### config.mk
export PLATFORM = sky130hd
export DESIGN_NAME = rle_ctrl
export DESIGN_NICKNAME = d
export VERILOG_FILES = /design/src/rtl/rle_ctrl.sv
export SDC_FILE = /design/constraint.sdc
export NUM_CORES = 1
export LEC_CHECK = 0
export BUFFER_PORTS_ARGS = -buffer_cell sky130_fd_sc_hd__buf_2
export CORE_MARGIN = 3
export CORE_UTILIZATION = 40
export CTS_CLUSTER_SIZE = 10
export DETAILED_ROUTE_END_ITERATION = 12
export PLACE_DENSITY = 0.64
export SYNTH_ARGS = -nofsm -noshare
export SYNTH_HDL_FRONTEND = slang
export SYNTH_SLANG_ARGS = --single-unit
export TNS_END_PERCENT = 50
### constraint.sdc
create_clock -name core_clk -period 3.6 [get_ports core_clk]
set_clock_uncertainty 0.1 [all_clocks]
set_input_delay 0.36 -clock core_clk [delete_from_list [all_inputs] [get_ports core_clk]]
set_output_delay 0.36 -clock core_clk [all_outputs]
set_load 0.01 [all_outputs]
### src/rtl/rle_ctrl.sv
// rle_ctrl: capture controller sitting between a sample front end, an RLE
// encoder and a capture FIFO. Runs a capture from start until stop or a
// sample limit, routing either raw samples (bypass) or encoder words (RLE)
// into the FIFO, and drains the encoder for three cycles before finishing.
module rle_ctrl (
    input  logic        core_clk,
    input  logic        core_rst_n,
    input  logic        start,
    input  logic        stop,
    input  logic        cfg_rle_en,
    input  logic [31:0] cfg_sample_limit,
    input  logic [15:0] cap_data,
    input  logic        cap_valid,
    input  logic [15:0] rle_data,
    input  logic        rle_valid,
    output logic        enc_clr,
    output logic        enc_in_valid,
    output logic        enc_flush,
    output logic [15:0] fifo_wdata,
    output logic        fifo_wen,
    input  logic        fifo_full,
    output logic        busy,
    output logic        done,
    output logic        overflow,
    output logic [31:0] sample_cnt
);

    typedef enum logic [1:0] {
        S_IDLE  = 2'd0,
        S_RUN   = 2'd1,
        S_FLUSH = 2'd2,
        S_DONE  = 2'd3
    } state_t;

    state_t      r_state;
    state_t      w_state_nxt;

    logic        r_rle_en;
    logic [31:0] r_limit;
    logic [31:0] r_sample_cnt;
    logic [1:0]  r_flush_cnt;
    logic        r_enc_clr;
    logic        r_enc_flush;
    logic        r_fifo_wen;
    logic [15:0] r_fifo_wdata;
    logic        r_overflow;

    logic        w_accept_start;
    logic        w_sample;
    logic [31:0] w_cnt_inc;
    logic        w_limit_hit;
    logic        w_run_end;
    logic        w_flush_last;
    logic        w_wr_req;
    logic [15:0] w_wr_data;

    // Decode of capture events shared by the FSM and the datapath
    always_comb begin
        w_accept_start = ((r_state == S_IDLE) || (r_state == S_DONE)) && start;
        w_sample       = (r_state == S_RUN) && cap_valid;
        w_cnt_inc      = (r_sample_cnt == '1) ? r_sample_cnt : (r_sample_cnt + 32'd1);
        w_limit_hit    = w_sample && (r_limit != '0) && (w_cnt_inc == r_limit);
        w_run_end      = (r_state == S_RUN) && (stop || w_limit_hit);
        w_flush_last   = (r_state == S_FLUSH) && (r_flush_cnt == 2'd2);
        w_wr_req       = 1'b0;
        w_wr_data      = '0;
        if (r_rle_en) begin
            w_wr_req  = ((r_state == S_RUN) || (r_state == S_FLUSH)) && rle_valid;
            w_wr_data = rle_data;
        end else begin
            w_wr_req  = w_sample;
            w_wr_data = cap_data;
        end
    end

    // FSM state register
    always_ff @(posedge core_clk or negedge core_rst_n) begin
        if (!core_rst_n) begin
            r_state <= S_IDLE;
        end else begin
            r_state <= w_state_nxt;
        end
    end

    // FSM next state and state-decoded outputs
    always_comb begin
        w_state_nxt  = r_state;
        enc_in_valid = 1'b0;
        busy         = 1'b0;
        done         = 1'b0;
        case (r_state)
            S_IDLE: begin
                if (w_accept_start) w_state_nxt = S_RUN;
            end
            S_RUN: begin
                busy         = 1'b1;
                enc_in_valid = r_rle_en && cap_valid;
                if (w_run_end) w_state_nxt = r_rle_en ? S_FLUSH : S_DONE;
            end
            S_FLUSH: begin
                busy = 1'b1;
                if (w_flush_last) w_state_nxt = S_DONE;
            end
            S_DONE: begin
                done = 1'b1;
                if (w_accept_start) w_state_nxt = S_RUN;
            end
            default: w_state_nxt = S_IDLE;
        endcase
    end

    // Capture config latch, sample counter and flush timer
    always_ff @(posedge core_clk or negedge core_rst_n) begin
        if (!core_rst_n) begin
            r_rle_en     <= 1'b0;
            r_limit      <= '0;
            r_sample_cnt <= '0;
            r_flush_cnt  <= '0;
        end else begin
            if (w_accept_start) begin
                r_rle_en     <= cfg_rle_en;
                r_limit      <= cfg_sample_limit;
                r_sample_cnt <= '0;
            end else if (w_sample) begin
                r_sample_cnt <= w_cnt_inc;
            end
            if (r_state == S_FLUSH) begin
                r_flush_cnt <= r_flush_cnt + 2'd1;
            end else begin
                r_flush_cnt <= '0;
            end
        end
    end

    // Registered encoder strobes, FIFO write path and sticky overflow
    always_ff @(posedge core_clk or negedge core_rst_n) begin
        if (!core_rst_n) begin
            r_enc_clr    <= 1'b0;
            r_enc_flush  <= 1'b0;
            r_fifo_wen   <= 1'b0;
            r_fifo_wdata <= '0;
            r_overflow   <= 1'b0;
        end else begin
            r_enc_clr   <= w_accept_start;
            r_enc_flush <= w_run_end && r_rle_en;
            // fifo_full is judged when the write is committed; a dropped
            // word only marks overflow and never holds up the capture.
            r_fifo_wen  <= w_wr_req && !fifo_full;
            if (w_wr_req && !fifo_full) begin
                r_fifo_wdata <= w_wr_data;
            end
            if (w_accept_start) begin
                r_overflow <= 1'b0;
            end else if (w_wr_req && fifo_full) begin
                r_overflow <= 1'b1;
            end
        end
    end

    assign enc_clr    = r_enc_clr;
    assign enc_flush  = r_enc_flush;
    assign fifo_wen   = r_fifo_wen;
    assign fifo_wdata = r_fifo_wdata;
    assign overflow   = r_overflow;
    assign sample_cnt = r_sample_cnt;

endmodule

==> results.json, run 1 <==
{
  "slew-limit-headroom": 0.244,
  "n_fill_cell": 1184,
  "dp_hpwl_um": 11800,
  "drv_slew": 0,
  "drive_gt1_frac": 0.310,
  "swShare": 0.377,
  "critPathLaunchType": "flop",
  "critPathMaxStageDelay_ns": 0.57,
  "ys_ff_latch": 89,
  "row_count": 41,
  "grt_setup_unrepaired": "no",
  "pwr_density_cell_nw_per_um2": 672,
  "io_pins": 127,
  "pwr-share-clk": 0.232,
  "synth_area_um2": 5310,
  "grt_first_pass_wirelength_um": 24600,
  "worstPathCellList": "ha_1 > nand3_1 > nor3_1 > buf_4 > and3_1 > buf_4 > o22ai_1 > o211ai_1 > or4_1 > and4b_1 > nor2_1 > o221a_1",
  "worst_slack_ns": 0.198,
  "synth.avg_cell_area_um2": 9.67,
  "hold_viol": 0,
  "worstSetupPathType": "reg -> reg",
  "root_buffer": "clkbuf_16",
  "initial_utilization": 0.416,
  "cts_resized": 0,
  "syn-num-nets": 627,
  "post_cts_buffers": 0,
  "antenna_found_initial": 0,
  "wire_per_inst_um": 18.0,
  "layout_commonest_cell": "buf_2",
  "power_leakage_nw": 2.96,
  "clk_latency_ns": 0.35,
  "hold_class": "in -> async",
  "cp-end-kind": "flop",
  "cts_max_level": 3,
  "wl_um": 15500,
  "die_h_um": 121,
  "crit_top_cell": "buf_4",
  "multi_input_area_um2": 2920,
  "syn_inst": 549,
  "fin_setup_tns_ns": 0,
  "setup_viol": 0,
  "synth-edff-count": 0,
  "final_cell_mix": "buf_2, dfrtp_1, nor2_1",
  "dp.cells": 842,
  "fin_cells": 858,
  "gp_congestion": 0.917,
  "ys_seq_area_frac": 0.420,
  "fin_crit_sh": 0.945,
  "ys_async_sr_fraction": 1.00,
  "die_w_um": 121,
  "ys.flop_type": "dfrtp_1",
  "area_growth_pct": 22.9,
  "fp.dieArea_um2": 14700,
  "seqPwrFrac": 0.383,
  "dr_wl_met2_um": 7340,
  "combPwrFrac": 0.385,
  "dr.pass1.iters": 5,
  "antenna_left": 0,
  "fin_nets": 759,
  "fmax_mhz": 294,
  "grt_max_degree": 90,
  "ys_types": 61,
  "wl_met3_um": 1090,
  "drt_iter0_drc": 293,
  "grt.total_usage": 0.215,
  "status": "completed",
  "power.switching_w": 0.00165,
  "cts_tree": "built",
  "top_layer": "met4",
  "clkSlewWorstSetupHoldPaths_ns": 0.06,
  "tightestPinTransition_ns": 1.13,
  "postCtsHoldBufs": 0,
  "wl_met1_um": 6730,
  "diodes": 0,
  "vdd_drop_max_v": 0.000571,
  "seqCellArea_um2": 2230,
  "rrSetupSlack_ns": 0.20,
  "gr-total-overflow": 0,
  "worstPathRequired_ns": 3.74,
  "crit_path_top_delay_cell": "or4_1",
  "drc_errors": 0,
  "p_int_w": 0.00273,
  "cts_buffers": 9,
  "worst_ep_arrival_time_ns": 3.55,
  "port_buffers": 126,
  "grt_pass1_vias": 4662,
  "cp_max_fo": 13,
  "core_um2": 12800,
  "final.min_clock_period_ns": 3.40,
  "cap_violations": 0,
  "clock_sinks": 89,
  "dp_slack_ns": 0.279,
  "clock_path_buffers": 2,
  "vias": 4741,
  "viasPerCell": 5.53,
  "ys_warn_count": 0
}
cell families (layout without fill, tap and decap cells):
kind of cell,Yosys count,count (layout),share of synthesized area
simple gates,222,222,0.223
compound gates,81,81,0.106
fa+ha+maj,6,6,0.0141
buf+inv,38,175,0.0316
flops,89,89,0.420
xor+xnor,62,62,0.102
mux,51,51,0.104
critical path: cells and delay by family, from the launching register on:
kind            cells  cell delay, ns
compound gates      3            0.53
buf+inv             2            0.36
fa+ha+maj           1            0.29
flops               1            0.46
simple gates        6            1.54
Yosys cell counts, types with 3 or more instances:
cell / number / area share
or3_1: 6 / 0.0071
a311oi_1: 4 / 0.0066
and4_1: 8 / 0.013
or2_2: 3 / 0.0035
nand4_1: 15 / 0.018
nor4_1: 16 / 0.019
nor3b_1: 4 / 0.0057
o21ai_0: 12 / 0.011
buf_1: 5 / 0.0035
and2_1: 5 / 0.0059
and3_1: 14 / 0.017
buf_2: 8 / 0.0075
o22ai_1: 5 / 0.0059
ha_1: 6 / 0.014
a21oi_1: 28 / 0.026
mux2i_1: 19 / 0.036
xor2_1: 28 / 0.046
dfrtp_1: 89 / 0.42
nand2_1: 36 / 0.025
nor3_1: 8 / 0.0075
nand3_1: 18 / 0.017
a31oi_1: 9 / 0.011
o211ai_1: 3 / 0.0042
clkbuf_1: 12 / 0.0085
nor2_1: 67 / 0.047
nor2b_1: 5 / 0.0059
inv_1: 10 / 0.0071
xnor2_1: 34 / 0.056
mux2_2: 32 / 0.068
nand2b_1: 3 / 0.0035
per-layer routing:
| metal | vias to the layer above | GRT usage |
|---|---|---|
| met1 | 2295 | 0.289 |
| met4 | 0 | 0.0770 |
| met2 | 181 | 0.340 |
| met3 | 21 | 0.0503 |
| met5 | - | 0 |
| li1 | 2244 | - |
power groups by stage:
stage,logic [W],registers (W),clock network (W)
after floorplan,0.00116,0.00163,0
after global placement,0.00167,0.00167,0
after detailed placement,0.00170,0.00168,0
after CTS,0.00170,0.00167,0.00104
after global routing,0.00186,0.00171,0.00108
final,0.00169,0.00168,0.00101
through the flow:
stage	power, W	hold slack [ns]	cell area, um2	util
after CTS	0.00441	0.119	6520	0.511
after global placement	0.00334	0.316	6200	0.486
final	0.00438	0.0862	6520	0.511
after detailed placement	0.00338	0.332	6200	0.486
after global routing	0.00466	0.128	6520	0.511
after floorplan	0.00279	-0.0356	5310	-
registers in the layout, indices dropped and copies added (netlist names):
register     flops
enc_clr          1
fifo_wdata      16
overflow         1
sample_cnt      32
enc_flush        1
r_state          2
r_flush_cnt      2
fifo_wen         1
r_rle_en         1
r_limit         32
layout make-up:
| cell class | instances | share of cell area |
|---|---|---|
| clock buffers | 10 | 0.0351 |
| clock inverters | 6 | 0.0138 |
| inverters | 10 | 0.00576 |
| multi-input cells | 422 | 0.447 |
| flip-flops and latches | 89 | 0.342 |
| well taps | 172 | 0.0330 |
| repair buffers | 149 | 0.124 |
worst paths after layout:
path,from,to,cells past startpoint
setup / recovery,sample_cnt[0],r_state[1],12
hold reg to reg,r_flush_cnt[0],r_flush_cnt[0],1
max in group asynchronous,core_rst_n,r_limit[15],1
min in group core_clk,cfg_sample_limit[6],r_limit[6],3
setup reg to reg,sample_cnt[0],r_state[1],12
hold / removal,core_rst_n,sample_cnt[10],1
No activity file was read; power rests on OpenSTA's default activity.
==> inputs of run 2 (changes only) <==
==> config.mk (replaced) <==
export PLATFORM = sky130hd
export DESIGN_NAME = rle_ctrl
export DESIGN_NICKNAME = d
export VERILOG_FILES = /design/src/rtl/rle_ctrl.sv
export SDC_FILE = /design/constraint.sdc
export NUM_CORES = 1
export LEC_CHECK = 0
export CORE_ASPECT_RATIO = 1.1
export CORE_MARGIN = 3
export CORE_UTILIZATION = 40
export CTS_CLUSTER_SIZE = 10
export DETAILED_ROUTE_END_ITERATION = 12
export DONT_BUFFER_PORTS = 1
export PLACE_DENSITY = 0.56
export SYNTH_ARGS = -nofsm -noshare
export SYNTH_HDL_FRONTEND = slang
export SYNTH_SLANG_ARGS = --single-unit
==> run 2 against run 1 <==
Net effect:
- sequential cell count unchanged
- via count down 11%
- worst setup slack better by 0.091 ns
- register-to-register slack better by 0.09 ns
- clock power down 7%
- global-route usage up 0.10 points
- sequential power up 4%
- largest power group is now registers
- critical path type unchanged
==> results.json, run 2 (synthesis gave the netlist of run 1 again) <==
{
  "timing.rr.start": "sample_cnt[16]",
  "layout_commonest_cell": "dfrtp_1",
  "pwr_density_cell_nw_per_um2": 694,
  "worstPathCellList": "nand4_1 > nor4_4 > and3_1 > mux2i_1 > o22ai_1 > or4_1 > and4b_1 > nor2_1 > o221a_1",
  "clk_latency_ns": 0.35,
  "n_fill_cell": 1251,
  "worstSetupStartpoint": "sample_cnt[16]",
  "clock_path_buffers": 2,
  "fin_cells": 736,
  "gr-total-overflow": 0,
  "power_w": 0.00417,
  "clkSlewWorstSetupHoldPaths_ns": 0.07,
  "rrSetupSlack_ns": 0.29,
  "die_w_um": 116,
  "port_buffers": 0,
  "cts_max_level": 3,
  "cap_violations": 0,
  "fmax_mhz": 302,
  "dp.cells": 718,
  "drive_gt1_frac": 0.183,
  "hold_viol": 0,
  "drc_errors": 0,
  "fp.dieArea_um2": 14700,
  "drt_iter0_drc": 267,
  "min_from": "cfg_sample_limit[6]",
  "hold_class": "in -> reg",
  "die_h_um": 127,
  "viasPerCell": 5.75,
  "cp_max_fo": 8,
  "io_pins": 127,
  "wl_um": 15400,
  "fin_crit_sh": 0.920,
  "fin_nets": 652,
  "antenna_left": 0,
  "rr_worst_depth": 9,
  "critPathLaunchType": "flop",
  "vdd_drop_max_v": 0.000362,
  "clock_sinks": 89,
  "row_count": 43,
  "dr.pass1.iters": 4,
  "grt_pass1_vias": 4446,
  "cp-end-kind": "flop",
  "worstSetupEndpoint": "r_state[1]",
  "power_leakage_nw": 2.51,
  "worstPathRequired_ns": 3.74,
  "cts_buffers": 9,
  "wire_per_inst_um": 20.9,
  "status": "completed",
  "antenna_found_initial": 0,
  "worst_ep_arrival_time_ns": 3.46,
  "dp_hpwl_um": 11900,
  "worstSetupPathType": "reg -> reg",
  "grt_first_pass_wirelength_um": 24700,
  "slew-limit-headroom": 0.503,
  "initial_utilization": 0.415,
  "diodes": 0,
  "gp_congestion": 0.954,
  "final_cell_mix": "dfrtp_1, nor2_1, buf_4",
  "critPathMaxStageDelay_ns": 0.59,
  "fin_setup_tns_ns": 0,
  "grt.total_usage": 0.216,
  "grt_max_degree": 90,
  "vias": 4235,
  "grt_setup_unrepaired": "no",
  "cts_tree": "built",
  "drv_slew": 0,
  "area_growth_pct": 13.2,
  "cts_resized": 0,
  "core_um2": 12800,
  "crit_path_top_delay_cell": "dfrtp_1",
  "final.min_clock_period_ns": 3.31,
  "tightestPinTransition_ns": 0.745,
  "setup_viol": 0,
  "r2r_end": "r_state[1]",
  "root_buffer": "clkbuf_16"
}
-- run 2: per-stage QoR --
step	area, um2	utilization	worst slack [ns]	hold WS (ns)
2_1_floorplan	5310	-	0.575	-0.0356
3_3_place_gp	5680	0.443	0.298	-0.0331
3_5_place_dp	5680	0.443	0.300	-0.0323
4_1_cts	6010	0.469	0.262	0.0307
5_1_grt	6010	0.469	0.0460	0.0424
6_report	6010	0.469	0.289	0.0328
-- run 2: worst min path at each step --
stage                        to  slack [ns]  depth (start not counted)
floorplan               enc_clr       -0.04                          0
global placement        enc_clr       -0.03                          0
detailed placement      enc_clr       -0.03                          0
CTS                  r_limit[6]        0.03                          2
global route        r_limit[21]        0.04                          1
finish               r_limit[6]        0.03                          2
-- run 2: metal layers --
layer,routed length [um],up-vias,global-route usage
li1,-,2028,-
met1,6610,2048,0.282
met4,246,0,0.0546
met5,0,-,0
met3,1150,18,0.0744
met2,7350,141,0.343
-- run 2: cell type report --
type / count / area (um2) / area share
flip-flops and latches: 89 / 2230 / 0.371
well taps: 157 / 196 / 0.0327
multi-input cells: 422 / 2920 / 0.485
clock buffers: 9 / 225 / 0.0375
clock inverters: 7 / 70.1 / 0.0117
repair buffers: 42 / 338 / 0.0562
inverters: 10 / 37.5 / 0.00624
-- run 2: critical path, delay by kind of cell, from the launching register on --
| family | cells | cell delay (ns) |
|---|---|---|
| and+or+nand+nor | 6 | 1.97 |
| DFF | 1 | 0.59 |
| AOI/OAI and AO/OA | 2 | 0.31 |
| muxes | 1 | 0.22 |
-- run 2: power by group --
group / internal (W) / total [W] / switching [W]
Sequential: 0.00133 / 0.00174 / 0.000408
Combinational: 0.000702 / 0.00150 / 0.000794
Clock: 0.000537 / 0.000941 / 0.000404
Total: 0.00257 / 0.00417 / 0.00161
-- run 2: timing repair --
action | CTS | global route
endpoints found under the hold margin | 89 | 0
setup endpoints to repair | 0 | 0
hold buffers | 2 | 0
setup buffers | 0 | 0
